File: src/rtl/pipe_dest_tracker.sv
// Destination-register tracker for the EX/MEM/WB pipeline registers.
// Publishes per-stage dest/wreg/m2reg for forwarding, detects load-use
// hazards (stall plus EX bubble) and counts retired instructions.
module pipe_dest_tracker #(
  parameter int unsigned REG_W = 5,
  parameter int unsigned CNT_W = 16
) (
  input  logic             clk,
  input  logic             reset,
  input  logic             dvalid,
  input  logic             dwreg,
  input  logic             dm2reg,
  input  logic             dwmem,
  input  logic             dregrt,
  input  logic [REG_W-1:0] drs,
  input  logic [REG_W-1:0] drt,
  input  logic [REG_W-1:0] drd,
  output logic [REG_W-1:0] edestReg,
  output logic             ewreg,
  output logic             em2reg,
  output logic [REG_W-1:0] mdestReg,
  output logic             mwreg,
  output logic             mm2reg,
  output logic [REG_W-1:0] wdestReg,
  output logic             wwreg,
  output logic             wm2reg,
  output logic             stall,
  output logic             pc_we,
  output logic             ifid_we,
  output logic [CNT_W-1:0] retire_cnt
);

  logic [REG_W-1:0] ddest_c;
  logic             dw_c;
  logic             uses_rt_c;
  logic             stall_c;

  logic [REG_W-1:0] e_dest_q, e_dest_d;
  logic             e_wreg_q, e_wreg_d;
  logic             e_m2reg_q, e_m2reg_d;
  logic             e_valid_q, e_valid_d;

  logic [REG_W-1:0] m_dest_q, m_dest_d;
  logic             m_wreg_q, m_wreg_d;
  logic             m_m2reg_q, m_m2reg_d;
  logic             m_valid_q, m_valid_d;

  logic [REG_W-1:0] w_dest_q, w_dest_d;
  logic             w_wreg_q, w_wreg_d;
  logic             w_m2reg_q, w_m2reg_d;
  logic             w_valid_q, w_valid_d;

  logic [CNT_W-1:0] cnt_q, cnt_d;

  // ID decode: destination select, $0 write suppression, rt usage, load-use hazard
  always_comb begin
    ddest_c   = dregrt ? drt : drd;
    dw_c      = dvalid & dwreg & (ddest_c != '0);
    uses_rt_c = ~dregrt | dwmem;
    stall_c   = dvalid & e_wreg_q & e_m2reg_q & (e_dest_q != '0) &
                ((e_dest_q == drs) | (uses_rt_c & (e_dest_q == drt)));
  end

  // Next-state: EX takes ID or a bubble, MEM/WB shift freely, counter saturates
  always_comb begin
    e_dest_d  = '0;
    e_wreg_d  = 1'b0;
    e_m2reg_d = 1'b0;
    e_valid_d = 1'b0;
    if (dvalid && !stall_c) begin
      e_dest_d  = ddest_c;
      e_wreg_d  = dw_c;
      e_m2reg_d = dm2reg;
      e_valid_d = 1'b1;
    end

    m_dest_d  = e_dest_q;
    m_wreg_d  = e_wreg_q;
    m_m2reg_d = e_m2reg_q;
    m_valid_d = e_valid_q;

    w_dest_d  = m_dest_q;
    w_wreg_d  = m_wreg_q;
    w_m2reg_d = m_m2reg_q;
    w_valid_d = m_valid_q;

    cnt_d = cnt_q;
    if (w_valid_q && (cnt_q != '1)) begin
      cnt_d = cnt_q + CNT_W'(1);
    end
  end

  // Pipeline and counter registers with synchronous reset
  always_ff @(posedge clk) begin
    if (reset) begin
      e_dest_q  <= '0;
      e_wreg_q  <= 1'b0;
      e_m2reg_q <= 1'b0;
      e_valid_q <= 1'b0;
      m_dest_q  <= '0;
      m_wreg_q  <= 1'b0;
      m_m2reg_q <= 1'b0;
      m_valid_q <= 1'b0;
      w_dest_q  <= '0;
      w_wreg_q  <= 1'b0;
      w_m2reg_q <= 1'b0;
      w_valid_q <= 1'b0;
      cnt_q     <= '0;
    end else begin
      e_dest_q  <= e_dest_d;
      e_wreg_q  <= e_wreg_d;
      e_m2reg_q <= e_m2reg_d;
      e_valid_q <= e_valid_d;
      m_dest_q  <= m_dest_d;
      m_wreg_q  <= m_wreg_d;
      m_m2reg_q <= m_m2reg_d;
      m_valid_q <= m_valid_d;
      w_dest_q  <= w_dest_d;
      w_wreg_q  <= w_wreg_d;
      w_m2reg_q <= w_m2reg_d;
      w_valid_q <= w_valid_d;
      cnt_q     <= cnt_d;
    end
  end

  assign edestReg   = e_dest_q;
  assign ewreg      = e_wreg_q;
  assign em2reg     = e_m2reg_q;
  assign mdestReg   = m_dest_q;
  assign mwreg      = m_wreg_q;
  assign mm2reg     = m_m2reg_q;
  assign wdestReg   = w_dest_q;
  assign wwreg      = w_wreg_q;
  assign wm2reg     = w_m2reg_q;
  assign stall      = stall_c;
  assign pc_we      = ~stall_c;
  assign ifid_we    = ~stall_c;
  assign retire_cnt = cnt_q;

endmodule

File: config.mk
export PLATFORM = sky130hd
export DESIGN_NAME = pipe_dest_tracker
export DESIGN_NICKNAME = d
export VERILOG_FILES = /design/src/rtl/pipe_dest_tracker.sv
export SDC_FILE = /design/constraint.sdc
export NUM_CORES = 1
export LEC_CHECK = 0
export BUFFER_PORTS_ARGS = -buffer_cell sky130_fd_sc_hd__clkbuf_2
export CAP_MARGIN = 20
export CORE_ASPECT_RATIO = 1.4
export CORE_MARGIN = 10
export CORE_UTILIZATION = 30
export DETAILED_ROUTE_END_ITERATION = 8
export PLACE_DENSITY = 0.56
export SYNTH_ARGS = -nofsm -noshare
export SYNTH_HDL_FRONTEND = slang
export SYNTH_SLANG_ARGS = --single-unit
File: constraint.sdc
create_clock -name clk -period 2 [get_ports clk]
set_clock_uncertainty 0.1 [all_clocks]
set_input_delay 0.1 -clock clk [delete_from_list [all_inputs] [get_ports clk]]
set_output_delay 0.1 -clock clk [all_outputs]
set_load 0.05 [all_outputs]
==> results.md <==
- The flow ran to the end, and the final reports show no timing, DRC or antenna violations.
- The analysis attributes to cell leakage a power of 0.956 nW.
- The clock tree from TritonCTS is done.
- The die is 83.0 µm wide.
- The most used flip-flop cell after synthesis is sky130_fd_sc_hd__dfxtp_1.
- The share of the synthesized area in the top cell type is 48.0%.
- In this run the cell area measured after placement is 0.00213 mm².
- The highest achievable clock rate is 0.508 GHz.
- The number of antenna-violating nets in the routed design is 0.
- The via count of the first global-routing pass is 1495.
- The clock passes through at most 2 buffers.
- In this design, the stage delay of the slowest critical-path cell is 0.53 ns.
- The synthesized area divided by synthesized cell count is 9.70 µm².
- The number of max-cap violations is 0.
- In this run switching power makes up 24.8% of total power.
- The net count after synthesis is 195.
- The total clock sinks is 40.
- The synthesized netlist occupies a cell area of 0.00167 mm².
- The number of buffers added on ports is 61.
- For the worst setup path, the data arrival time is 1.77 ns.
- The internal power of the cells totals 1.16 mW.
- The global placer's final weighted congestion is 0.801.
- In this run, CTS created clock tree buffers numbering 5.
- The die covers 0.00899 mm².
- The number of core rows is 32.
- The net switching power of the design is 0.383 mW.
- Sequential elements use 48.0% of the synthesized area.
- The starting utilization of the core area is 30.7%.
- The synthesized design contains 0 enable-type register cells.
- The region available for standard cell placement spans 0.00545 mm².
- The max-slew violation count is 0.
- The critical path capture point type is an output pin.
- CTS built an H-tree with a depth of 2.
- The initial antenna violation count is 0.
- The flip-flop and latch count after synthesis is 40.
- The total vias in the final route is 1479.
- The worst-case IR drop observed on VDD is 419 µV.
- The post-route fraction of the period consumed by the critical path is 98.5%.
- Across all hold checks on the routed design, the worst slack comes to 0.0146 ns.
- The layout overhead on the synthesized area is 37.8%.
- The final net count is 274.
- The worst setup path is of the reg2out kind.
- During synthesis, Yosys emitted a total of 0 warnings.
- The clock network fraction of total power is 35.8%.
- The total track usage is 9.36%.
- Among all stages on the critical path, the largest delay is contributed by sky130_fd_sc_hd__or4_4.
- The clock latency of the later-clocked register in the worst-skew pair is 0.29 ns.
- The fill cell instance count of the final layout is 572.
- The minimum clock period is 1.97 ns.
- After the flow finishes, the layout carries non-filler instances totaling 320.
- The element type at the critical path start is a flip-flop.
- The first global-routing pass estimated 6.90 mm of wire.
- The power density over cell area is 670 mW/mm².
- Setup repair after global routing could not meet its margin everywhere.
- The routed wire length is 4.29 mm.
- Together, buffers and inverters on the worst path number 1.
- The required time of the critical path is 1.80 ns.
- The cell taking the most area after synthesis is sky130_fd_sc_hd__dfxtp_1.
- After detailed placement, the design holds a cell count of 307.
- The setup violation total in the final timing report is 0.
- The number of top-level design ports is 62.
- Grouping stages by cell kind, the critical path spends the most delay in simple AND/OR/NAND/NOR gates.
- After legalization and detailed placement, the total HPWL measured 3.38 mm.
- In the post-route analysis, the smallest setup slack over all paths is 0.0309 ns.
- The max-slew headroom at the worst pin is 70.0%.
- The number of DRC markers after the initial detailed-route iteration is 32.
- The worst min-delay path class is in2reg.
- The number of antenna diodes in the final layout is 0.
- The post-placement worst setup slack is 0.162 ns.
- Traced cell by cell, the critical path runs through or4_4, o2111a_2, and2_4, clkbuf_16.
- At the pin with the least slew margin, the transition time is 0.445 ns.
- In the final layout, the share of cells above drive strength 1 is 39.7%.
- After detailed routing, the number of vias per cell comes to 4.62.
- The overflow left after global routing is 0.
- Combinational logic burns 10.6% of the power.
- The average wire per cell in the routed design is 13.4 µm.
- The share of power burned in registers is 53.6%.
- Yosys mapped the design onto 35 distinct sky130hd cell types.
- In the post-synthesis netlist, the biggest area contributors are sky130_fd_sc_hd__dfxtp_1 48%, sky130_fd_sc_hd__xnor2_1 10%, sky130_fd_sc_hd__nor2b_1 6.0%, sky130_fd_sc_hd__mux2i_1 4.2%, sky130_fd_sc_hd__nor2_1 3.4%.
- Clock-pin slew was measured on the worst setup and hold paths at 0.07 ns.
- In the routed design, unresolved DRC markers number 0.
- The reg-to-reg setup timing slack is 0.18 ns.
- The maximum number of pins on one net before global-route repair is 33.
- After layout, the design draws a total of 1.54 mW.
- The multi-input combinational cell area is 828 µm².
- Once layout is done, the placed cells without fillers occupy 0.00230 mm².
- Of all nets on the critical path, the largest fanout is 3.
- After synthesis, the share of flip-flops with an asynchronous set or reset is 0%.
- The number of detailed-routing iterations run before antenna repair is 2.
- The number of failing hold endpoints at the final stage is 0.
- The register cell area after layout is 815 µm².
- The master cell of the clock root buffer is sky130_fd_sc_hd__clkbuf_8.
- In this run the vertical extent of the chip is 108 µm.
- The number of instances in the synthesized netlist is 172.
cell type report:
| cell class | instances | share of cell area (%) |
|---|---|---|
| flip-flops and latches | 40 | 35.4 |
| well taps | 68 | 3.70 |
| inverters | 3 | 0.490 |
| clock buffers | 8 | 3.92 |
| repair buffers | 79 | 20.5 |
| multi-input cells | 122 | 36.0 |
power groups by stage:
| stage | logic [mW] | registers (mW) | clock network (mW) |
|---|---|---|---|
| floorplan | 0.0557 | 0.892 | 0 |
| global placement | 0.158 | 0.844 | 0 |
| detailed placement | 0.158 | 0.845 | 0 |
| CTS | 0.166 | 0.825 | 0.575 |
| global route | 0.177 | 0.828 | 0.610 |
| finish | 0.164 | 0.825 | 0.551 |
metrics by stage:
stage	setup TNS, ns	util [%]
after floorplan	0	-
after global placement	0	39.2
after detailed placement	0	39.2
after CTS	0	42.2
after global routing	-0.00126	42.2
final	0	42.2
per-layer routing:
layer | global-route usage [%] | up-vias | wire length [µm]
met1 | 9.47 | 666 | 1690
li1 | - | 755 | -
met3 | 4.74 | 7 | 402
met2 | 16.1 | 51 | 2130
met4 | 3.78 | 0 | 64
met5 | 0 | - | 0
cell families after synthesis:
logic type                 synth area share [%]
adders and majority gates                 0.750
DFF                                        48.0
and+or+nand+nor                            27.7
buffers and inverters                      3.00
xor gates and xnor gates                   11.0
AOI/OAI and AO/OA                          5.40
muxes                                      4.20
worst reg2reg max path: cells and delay by family, from the launching register on:
kind	cells	cell delay [ns]
flip-flops	1	0.35
AND/OR/NAND/NOR	2	0.69
buffers and inverters	2	0.31
AO/OA/AOI/OAI	1	0.29
path summary, 6_finish.rpt:
kind / from / end / cells after the start
worst min register to register: m_valid_q / w_valid_q / 1
worst min-delay path: drd[0] / edestReg[0] / 3
worst max register to register: edestReg[1] / edestReg[3] / 5
worst max-delay path: edestReg[1] / stall / 4
cells in the final DEF, fill, tap and decap left out, types with 6 or more instances in the layout:
cell type                  synthesis  routed
sky130_fd_sc_hd__nor2b_1          16      16
sky130_fd_sc_hd__dfxtp_1          40      31
sky130_fd_sc_hd__clkbuf_8          0       6
sky130_fd_sc_hd__clkbuf_2          0      58
sky130_fd_sc_hd__xnor2_1          20      20
sky130_fd_sc_hd__buf_4             1      18
sky130_fd_sc_hd__nand2_1           7       6
sky130_fd_sc_hd__dfxtp_2           0       8
sky130_fd_sc_hd__nor2_1           15      15
sky130_fd_sc_hd__nor3_1           11      11
sky130_fd_sc_hd__nand4_1           6       6
sky130_fd_sc_hd__nand3_1           7       7
sky130_fd_sc_hd__mux2i_1           7       7
Yosys cell counts (all sizes together), types with 3 or more instances:
library cell,count
a21oi,3
nand4,7
nand3,7
nor2b,16
nor3,12
buf,4
o21ai,3
clkbuf,3
dfxtp,40
nor2,15
nor4,6
xnor2,20
inv,3
or3,3
mux2i,7
or4,3
nand2,7
state kept, by name (all words and copies together), names as in the netlist, 5 cells and up:
signal      flops
retire_cnt     16
wdestReg        5
edestReg        5
mdestReg        5
repair_timing:
action / in CTS / in global routing
pin swaps: 2 / 2
gates resized for setup: 9 / 2
setup endpoints to repair: 3 / 3
hold buffers: 2 / 0
hold endpoints to repair: 2 / 0
buffers inserted: 3 / 0
Power figures use the tool's default switching activity.
